File: config.mk
export PLATFORM = sky130hd
export DESIGN_NAME = noc_packetizer
export DESIGN_NICKNAME = d
export VERILOG_FILES = /design/src/rtl/noc_packetizer_pkg.sv /design/src/rtl/noc_packetizer_flit_out_reg.sv /design/src/rtl/noc_packetizer.sv
export SDC_FILE = /design/constraint.sdc
export NUM_CORES = 1
export LEC_CHECK = 0
export CAP_MARGIN = 20
export CORE_AREA = 2 2 208 210
export CTS_CLUSTER_DIAMETER = 100
export DETAILED_ROUTE_END_ITERATION = 8
export DIE_AREA = 0 0 210 212
export GPL_ROUTABILITY_DRIVEN = 0
export GPL_TIMING_DRIVEN = 0
export MAX_ROUTING_LAYER = met4
export SLEW_MARGIN = 20
export SYNTH_ARGS = -nofsm -noshare
export SYNTH_HDL_FRONTEND = slang
export SYNTH_SLANG_ARGS = --single-unit
File: constraint.sdc
create_clock -name clk -period 3.85 [get_ports clk]
set_input_delay 1.155 -clock clk [delete_from_list [all_inputs] [get_ports clk]]
set_output_delay 1.155 -clock clk [all_outputs]
set_load 0.02 [all_outputs]
File: src/rtl/noc_packetizer_pkg.sv
// noc_packetizer_pkg
// Shared definitions for the NoC injection packetizer: default widths,
// flit and header field offsets (at the default widths), and the FSM
// state encoding.
package noc_packetizer_pkg;

  localparam int DEF_DATA_W = 256;
  localparam int DEF_X_W    = 4;
  localparam int DEF_Y_W    = 4;
  localparam int DEF_PCK_W  = 8;

  // Flit layout, LSB first: data, pck_num, dest_x, dest_y
  localparam int DATA_LSB = 0;
  localparam int PCK_LSB  = DATA_LSB + DEF_DATA_W;
  localparam int X_LSB    = PCK_LSB + DEF_PCK_W;
  localparam int Y_LSB    = X_LSB + DEF_X_W;

  // Header word layout, LSB first: dest_x, dest_y, len
  localparam int HDR_X_LSB   = 0;
  localparam int HDR_Y_LSB   = HDR_X_LSB + DEF_X_W;
  localparam int HDR_LEN_LSB = HDR_Y_LSB + DEF_Y_W;
  localparam int HDR_LEN_W   = 16;

  typedef enum logic [1:0] {
    ST_IDLE    = 2'd0,
    ST_PAYLOAD = 2'd1,
    ST_DRAIN   = 2'd2
  } pkt_state_e;

endpackage

File: src/rtl/noc_packetizer_flit_out_reg.sv
// noc_packetizer_flit_out_reg
// One-entry valid/ready pipeline register holding the outgoing flit.
// Ports:
//   clk, rst      clock, asynchronous active-low reset
//   load          capture load_data and raise valid (wins over clear)
//   load_data     flit to capture
//   out_ready     downstream ready; clears valid on handshake
//   valid, data   registered flit toward the injection FIFO
module noc_packetizer_flit_out_reg #(
  parameter int W = 272
) (
  input  logic         clk,
  input  logic         rst,
  input  logic         load,
  input  logic [W-1:0] load_data,
  input  logic         out_ready,
  output logic         valid,
  output logic [W-1:0] data
);

  logic         valid_r;
  logic [W-1:0] data_r;

  // Valid flag: set on load, cleared on handshake, otherwise held
  always_ff @(posedge clk or negedge rst) begin
    if (!rst) begin
      valid_r <= 1'b0;
    end else if (load) begin
      valid_r <= 1'b1;
    end else if (valid_r && out_ready) begin
      valid_r <= 1'b0;
    end else begin
      valid_r <= valid_r;
    end
  end

  // Flit payload: only changes on load so it stays stable during a stall
  always_ff @(posedge clk or negedge rst) begin
    if (!rst) begin
      data_r <= '0;
    end else if (load) begin
      data_r <= load_data;
    end else begin
      data_r <= data_r;
    end
  end

  assign valid = valid_r;
  assign data  = data_r;

endmodule

File: src/rtl/noc_packetizer.sv
// noc_packetizer
// Turns a scheduler word stream (one header, then len payload words) into
// NoC flits {dest_y, dest_x, pck_num, data}, one per payload word.
// Ports:
//   clk, rst          clock, asynchronous active-low reset
//   i_valid, i_data   scheduler word in; o_ready accepts it
//   o_valid, o_data   flit out; i_ready is the injection FIFO ready
//   o_busy            a packet is in progress
//   o_done            one-cycle pulse after the last flit (or a len=0 header)
module noc_packetizer
  import noc_packetizer_pkg::*;
#(
  parameter int DATA_W = DEF_DATA_W,
  parameter int X_W    = DEF_X_W,
  parameter int Y_W    = DEF_Y_W,
  parameter int PCK_W  = DEF_PCK_W,
  parameter int TOT_W  = Y_W + X_W + PCK_W + DATA_W
) (
  input  logic              clk,
  input  logic              rst,
  input  logic              i_valid,
  input  logic [DATA_W-1:0] i_data,
  output logic              o_ready,
  output logic              o_valid,
  output logic [TOT_W-1:0]  o_data,
  input  logic              i_ready,
  output logic              o_busy,
  output logic              o_done
);

  // Header offsets recomputed from the actual parameters
  localparam int LEN_LSB = X_W + Y_W;

  pkt_state_e           state_r;
  logic [X_W-1:0]       dest_x_r;
  logic [Y_W-1:0]       dest_y_r;
  logic [PCK_W-1:0]     pck_r;
  logic [HDR_LEN_W-1:0] rem_r;
  logic                 done_r;

  logic                 ready_s;
  logic                 in_acc_s;
  logic                 out_hs_s;
  logic                 load_s;
  logic [HDR_LEN_W-1:0] hdr_len_s;
  logic [TOT_W-1:0]     flit_s;

  assign hdr_len_s = i_data[LEN_LSB +: HDR_LEN_W];
  assign in_acc_s  = i_valid && ready_s;
  assign out_hs_s  = o_valid && i_ready;
  assign load_s    = (state_r == ST_PAYLOAD) && in_acc_s;
  assign flit_s    = {dest_y_r, dest_x_r, pck_r, i_data};

  // Input ready by state; in PAYLOAD it passes downstream ready through so
  // a handshake and a new load can share a cycle
  always_comb begin
    ready_s = 1'b0;
    case (state_r)
      ST_IDLE:    ready_s = 1'b1;
      ST_PAYLOAD: ready_s = !o_valid || i_ready;
      ST_DRAIN:   ready_s = 1'b0;
      default:    ready_s = 1'b0;
    endcase
  end

  // Packet FSM: header decode, payload counting, drain of the last flit
  always_ff @(posedge clk or negedge rst) begin
    if (!rst) begin
      state_r  <= ST_IDLE;
      dest_x_r <= '0;
      dest_y_r <= '0;
      pck_r    <= '0;
      rem_r    <= '0;
      done_r   <= 1'b0;
    end else begin
      done_r <= 1'b0;
      case (state_r)
        ST_IDLE: begin
          if (in_acc_s) begin
            dest_x_r <= i_data[HDR_X_LSB +: X_W];
            dest_y_r <= i_data[X_W +: Y_W];
            rem_r    <= hdr_len_s;
            pck_r    <= '0;
            if (hdr_len_s == 16'd0) begin
              done_r <= 1'b1;
            end else begin
              state_r <= ST_PAYLOAD;
            end
          end
        end
        ST_PAYLOAD: begin
          if (in_acc_s) begin
            pck_r <= pck_r + PCK_W'(1);
            rem_r <= rem_r - 16'd1;
            if (rem_r == 16'd1) begin
              state_r <= ST_DRAIN;
            end
          end
        end
        ST_DRAIN: begin
          // The last flit already sits in the output register
          if (out_hs_s) begin
            state_r <= ST_IDLE;
            done_r  <= 1'b1;
          end
        end
        default: begin
          state_r <= ST_IDLE;
        end
      endcase
    end
  end

  noc_packetizer_flit_out_reg #(
    .W (TOT_W)
  ) u_flit_out_reg (
    .clk       (clk),
    .rst       (rst),
    .load      (load_s),
    .load_data (flit_s),
    .out_ready (i_ready),
    .valid     (o_valid),
    .data      (o_data)
  );

  assign o_ready = ready_s;
  assign o_busy  = (state_r != ST_IDLE);
  assign o_done  = done_r;

endmodule

==> results of run 1 <==
[worst max-delay path by stage]
stage                     slack (ns)                             endpoint  cells after the start
after floorplan                 0.94                              o_ready                      3
after global placement        -12.40  u_flit_out_reg.data[90]$_DFFE_PN0P_                      1
after detailed placement       -0.09                              o_ready                      5
after CTS                       0.18                              o_ready                      5
after global routing            0.14                              o_ready                      5
final                           0.18                              o_ready                      5
[logic make-up (layout without fill, tap and decap cells)]
family	count (synthesis)	in the layout
flops	308	308
mux	283	283
simple gates	82	82
buf+inv	46	650
fa+ha+maj	3	3
other cells	0	1
compound gates	64	64
[per-layer routing]
metal,global-route usage,vias up,part of all wire
li1,-,3983,-
met5,-,-,0
met4,0.0553,0,0.024
met1,0.218,4474,0.41
met2,0.289,340,0.49
met3,0.0579,68,0.080
[sequential cells by signal, summed over array words and instances, names as in the netlist]
signal and flops:
u_flit_out_reg.data 272, dest_y_r 4, pck_r 8, o_done 1
u_flit_out_reg.valid 1, dest_x_r 4, rem_r 16, state_r 2
[cells in the final DEF (no fill, tap or decap), drive strengths merged, types with 3 or more instances in the layout]
| master | synthesis | layout |
|---|---|---|
| a21oi | 16 | 16 |
| a2bb2oi | 6 | 6 |
| and2 | 3 | 3 |
| buf | 35 | 39 |
| bufinv | 0 | 3 |
| clkbuf | 7 | 61 |
| clkdlybuf4s50 | 0 | 533 |
| clkinv | 0 | 7 |
| dfrtp | 308 | 308 |
| ha | 3 | 3 |
| inv | 4 | 5 |
| mux2 | 280 | 280 |
| mux2i | 3 | 3 |
| nand2 | 20 | 20 |
| nand2b | 3 | 3 |
| nand3 | 10 | 10 |
| nand4 | 4 | 4 |
| nor2 | 13 | 13 |
| nor3 | 7 | 7 |
| nor4 | 8 | 8 |
| o21ai | 19 | 19 |
| o22ai | 6 | 6 |
| o31ai | 3 | 3 |
[critical path, delay by kind of cell]
kind,cells,cell delay [ns]
buffers and inverters,3,1.07
AND/OR/NAND/NOR,2,0.29
[stage by stage]
stage / worst slack, ns / cells / power [W] / instance area (µm²)
after floorplan: 0.942 / 786 / 0.00673 / 13000
after global placement: -12.40 / 1867 / 0.00883 / 19100
after detailed placement: -0.0945 / 1870 / 0.00886 / 19200
after CTS: 0.176 / 1936 / 0.0125 / 20400
after global routing: 0.137 / 1936 / 0.0129 / 20400
final: 0.181 / 1937 / 0.0123 / 20400
[layout make-up]
| type | instances | area [µm²] |
|---|---|---|
| Inverter | 4 | 15.0 |
| Buffer | 42 | 368 |
| Sequential cell | 308 | 7710 |
| Clock inverter | 12 | 145 |
| Timing Repair Buffer | 538 | 5440 |
| Fill cell | 3743 | 22100 |
| Multi-Input combinational cell | 432 | 4930 |
| Clock buffer | 54 | 1070 |
| Antenna cell | 1 | 2.50 |
| Tap cell | 546 | 683 |
[power by group]
group	internal, W	switching, W	total (W)
registers	0.00402	0.000508	0.00453
clock network	0.00214	0.00139	0.00352
logic	0.00236	0.00191	0.00427
total	0.00852	0.00380	0.0123
[what timing repair did]
action                     CTS  global route
gates resized for setup      1             0
hold buffers                 0             0
buffers inserted             0             0
setup endpoints to repair    1             0
==> impl_metrics.toml, run 1 <==
[status]
status = "finished, final reports clean"

[clock_tree]
clkTransAtPathRegs_ns = 0.05
cts-root-buf = "clkbuf_16"
htreeDepth = 2
clockBufferDepth = 3
cts_tree = "done"
clock_latency_ns = 0.54
numClockSinks = 308
numCtsBuffers = 37

[critical_path]
cp-end-kind = "primary output"
crit_start = "i_ready"
max_stage_delay_ns = 0.53
r2r-start = "rem_r[0]$_DFFE_PN0P_"
crit_arrival_ns = 2.51
r2r_slack_ns = 1.41
r2r_cells = 6
crit_slowest_cell = "clkdlybuf4s50_1"
start_kind = "input port"
critical_path_class = "in2out"
crit_fanout = 5
rr_endpoint = "rem_r[14]$_DFFE_PN0P_"
path_cells = "clkdlybuf4s50_1 > and3b_1 > buf_2 > nor2_1 > dlygate4sd2_1"
worstPathRequired_ns = 2.69

[floorplanning]
die_h_um = 212
start_util = 0.306
die_x_um = 210
io_pins = 536
dieArea_mm2 = 0.0445
core_area_mm2 = 0.0425
rows = 76

[routing]
routedWlPerCell_um = 20.7
drt_iter0_markers = 434
dr_total_vias = 8865
viasPerCell = 4.58
dr.pass1.iters = 5
ant_nets = 0
drc = 0
wl_um = 40200

[min_path]
hp-class = "reg2reg"
hold_path_depth = 1
min_to = "u_flit_out_reg.data[264]$_DFFE_PN0P_"
hp-start = "dest_x_r[0]$_DFFE_PN0P_"

[synthesis]
synth_compound_area_frac = 0.0311
synth_most_common_cell = "dfrtp_1"
yosys.area.top_type = "dfrtp_1"
syn-cell-area_mm2 = 0.0130
syn_inst = 786
synth_edf_count = 0
synth_top_family_by_area = "multiplexers"
syn_area_per_cell_um2 = 16.6
synthAdderAreaFrac = 0.00288
synth_top_area_share = 0.592
synth.area.top_cells = "dfrtp_1 (59%), mux2_4 (26%), mux2_1 (3.5%)"
synth-xor-area-share = 0
synthArstFlopShare = 1.00
ys_seq_area_frac = 0.592
yosys_warnings = 0
synthMuxAreaShare = 0.310
yosys.area_share.simple = 0.0351
synthesis.nets = 1049
synthTopCellsByCount = "dfrtp_1 (308), mux2_4 (227), mux2_1 (40)"
synthFlopType = "dfrtp_1"
synth.distinct_cells = 49
synth_seq_cells = 308

[run]
drv_cap = 0

[finish]
nets = 1626
final_util = 0.479
area_delta_synth_final_pct = 56.4
drive_gt1_frac = 0.242

[global_route]
grtUsageTotal = 0.181
antenna_found_initial = 0
grt_max_degree = 94
grt_pass1_vias = 9325
grt_pass1_wl_um = 59300
grt_overflow = 0

[placed_design]
io_buffers = 535
hpwl_um = 30100

[timing]
clock_skew_ns = 0.0101
fin_crit_ns = 3.67
final.hold.worst_slack_ns = 0.485
rsz0062_at_grt = "no"
fmax_mhz = 273
relSlewSlack = 0.262
timing.final.crit_share = 0.953
worstMarginPinSlew_ns = 1.10
report.final.slew_viol_count = 0
fin_setup_tns_ns = 0
hold_viol_final = 0
finalSetupViolCount = 0

[pwr]
p_leak_nw = 9.04
peakVddDrop_v = 0.000399
p_per_area_mw_per_mm2 = 605
(Power assumes the default switching activity.)
==> run 2, diff against run 1 <==
--- a/constraint.sdc
+++ b/constraint.sdc
@@ -3,2 +3,2 @@
 set_output_delay 1.155 -clock clk [all_outputs]
-set_load 0.02 [all_outputs]
+set_load 0.1 [all_outputs]
==> impl_metrics.toml, run 2 (synthesized netlist as in run 1, its figures left out) <==
[timing]
fin_crit_ns = 3.72
fmax_mhz = 269
relSlewSlack = 0.223
finalSetupViolCount = 0
hold_viol_final = 0
clock_skew_ns = 0.00659
report.final.slew_viol_count = 0
rsz0062_at_grt = "no"
timing.final.crit_share = 0.966
worstMarginPinSlew_ns = 1.16

[clock_tree]
numClockSinks = 308
cts_tree = "done"
htreeDepth = 2
clkTransAtPathRegs_ns = 0.06
clock_latency_ns = 0.52
numCtsBuffers = 37
clockBufferDepth = 3
cts-root-buf = "clkbuf_16"
post-cts-setup-buffers = 0

[finish]
final_util = 0.477
final_cell_mix = "clkdlybuf4s50_1 (532), dfrtp_1 (308), mux2_4 (227)"
largest_reg_flops = 272
area_delta_synth_final_pct = 55.6
drive_gt1_frac = 0.241
fin_area_mm2 = 0.0203
layout_commonest_cell = "clkdlybuf4s50_1"
nets = 1626

[global_route]
grt_pass1_vias = 9154
grt_pass1_wl_um = 58700
grtUsageTotal = 0.179
antenna_found_initial = 2
grt_max_degree = 93
grt_overflow = 0

[routing]
dr_total_vias = 8771
viasPerCell = 4.54
drc = 0
routedWlPerCell_um = 20.6
wl_um = 39800
drt_iter0_markers = 444
dr.pass1.iters = 4
ant_nets = 0

[critical_path]
critical_path_class = "in2out"
crit_end = "o_ready"
rr_endpoint = "rem_r[14]$_DFFE_PN0P_"
start_kind = "input port"
crit_start = "i_ready"
crit_fanout = 5
cp-end-kind = "primary output"
r2r-start = "rem_r[0]$_DFFE_PN0P_"
worstPathRequired_ns = 2.69
r2r_slack_ns = 1.50
r2r_cells = 6
crit_arrival_ns = 2.56

[placed_design]
dpl_cell_area_mm2 = 0.0192
io_buffers = 535
hpwl_um = 29600

[floorplanning]
dieArea_mm2 = 0.0445
rows = 76
core_area_mm2 = 0.0425
die_x_um = 210
die_h_um = 212
io_pins = 536
start_util = 0.306

[run]
drv_cap = 0

[status]
status = "finished, final reports clean"

[pwr]
p_per_area_mw_per_mm2 = 793
p_leak_nw = 9.00
peakVddDrop_v = 0.000583
design_power_total_w = 0.0161

[min_path]
hp-class = "reg2reg"
==> run 2: report_power, final <==
group / total (W) / switching (W) / leakage, nW / internal, W
sequential: 0.00453 / 0.000507 / 3.62 / 0.00402
clock: 0.00327 / 0.00134 / 0.553 / 0.00194
combinational: 0.00828 / 0.00594 / 4.82 / 0.00234
total: 0.0161 / 0.00778 / 9.00 / 0.00830
==> run 2: critical path: stages <==
cell and delay, ns:
clkdlybuf4s50_1 0.52, and3b_1 0.18, buf_2 0.17, nor2_2 0.09, buf_2 0.44
==> run 2: area by class of cell <==
class                      instances  area (µm²)
antenna                            2        5.00
buffer                            42         368
clock buffer                      57        1090
clock inverter                     5        25.0
fill                            3752       22200
inverter                           4        15.0
multi-input combinational        432        4940
sequential                       308        7710
tap                              546         683
timing repair buffer             538        5440
==> run 2: metal layers <==
metal  GRT usage  share of wire
met1       0.219           0.42
met2       0.284           0.48
met3      0.0551          0.077
met4      0.0587          0.025
met5           -              0
==> run 2: timing repair <==
| action | in CTS | in global routing |
|---|---|---|
| hold buffers | 0 | 0 |
| gates resized for setup | 6 | 0 |
| endpoints found under the setup margin | 2 | 0 |
==> run 2: metrics by stage <==
stage	TNS (ns)	std cells	hold slack, ns	worst slack, ns
global placement	-3831.67	1867	0.467	-12.48
floorplan	0	786	0.454	0.436
finish	0	1934	0.479	0.132
CTS	0	1932	0.482	0.119
detailed placement	-0.596	1870	0.471	-0.596
global route	0	1934	0.499	0.0582
==> run 2: worst min path at each step <==
stage / end / slack [ns] / cells after the start / startpoint
2_1_floorplan: u_flit_out_reg.data[264]$_DFFE_PN0P_ / 0.45 / 1 / dest_x_r[0]$_DFFE_PN0P_
3_3_place_gp: u_flit_out_reg.data[269]$_DFFE_PN0P_ / 0.47 / 1 / dest_y_r[1]$_DFFE_PN0P_
3_5_place_dp: u_flit_out_reg.data[269]$_DFFE_PN0P_ / 0.47 / 1 / dest_y_r[1]$_DFFE_PN0P_
4_1_cts: u_flit_out_reg.data[269]$_DFFE_PN0P_ / 0.48 / 1 / dest_y_r[1]$_DFFE_PN0P_
5_1_grt: u_flit_out_reg.data[269]$_DFFE_PN0P_ / 0.50 / 1 / dest_y_r[1]$_DFFE_PN0P_
6_report: u_flit_out_reg.data[269]$_DFFE_PN0P_ / 0.48 / 1 / dest_y_r[1]$_DFFE_PN0P_
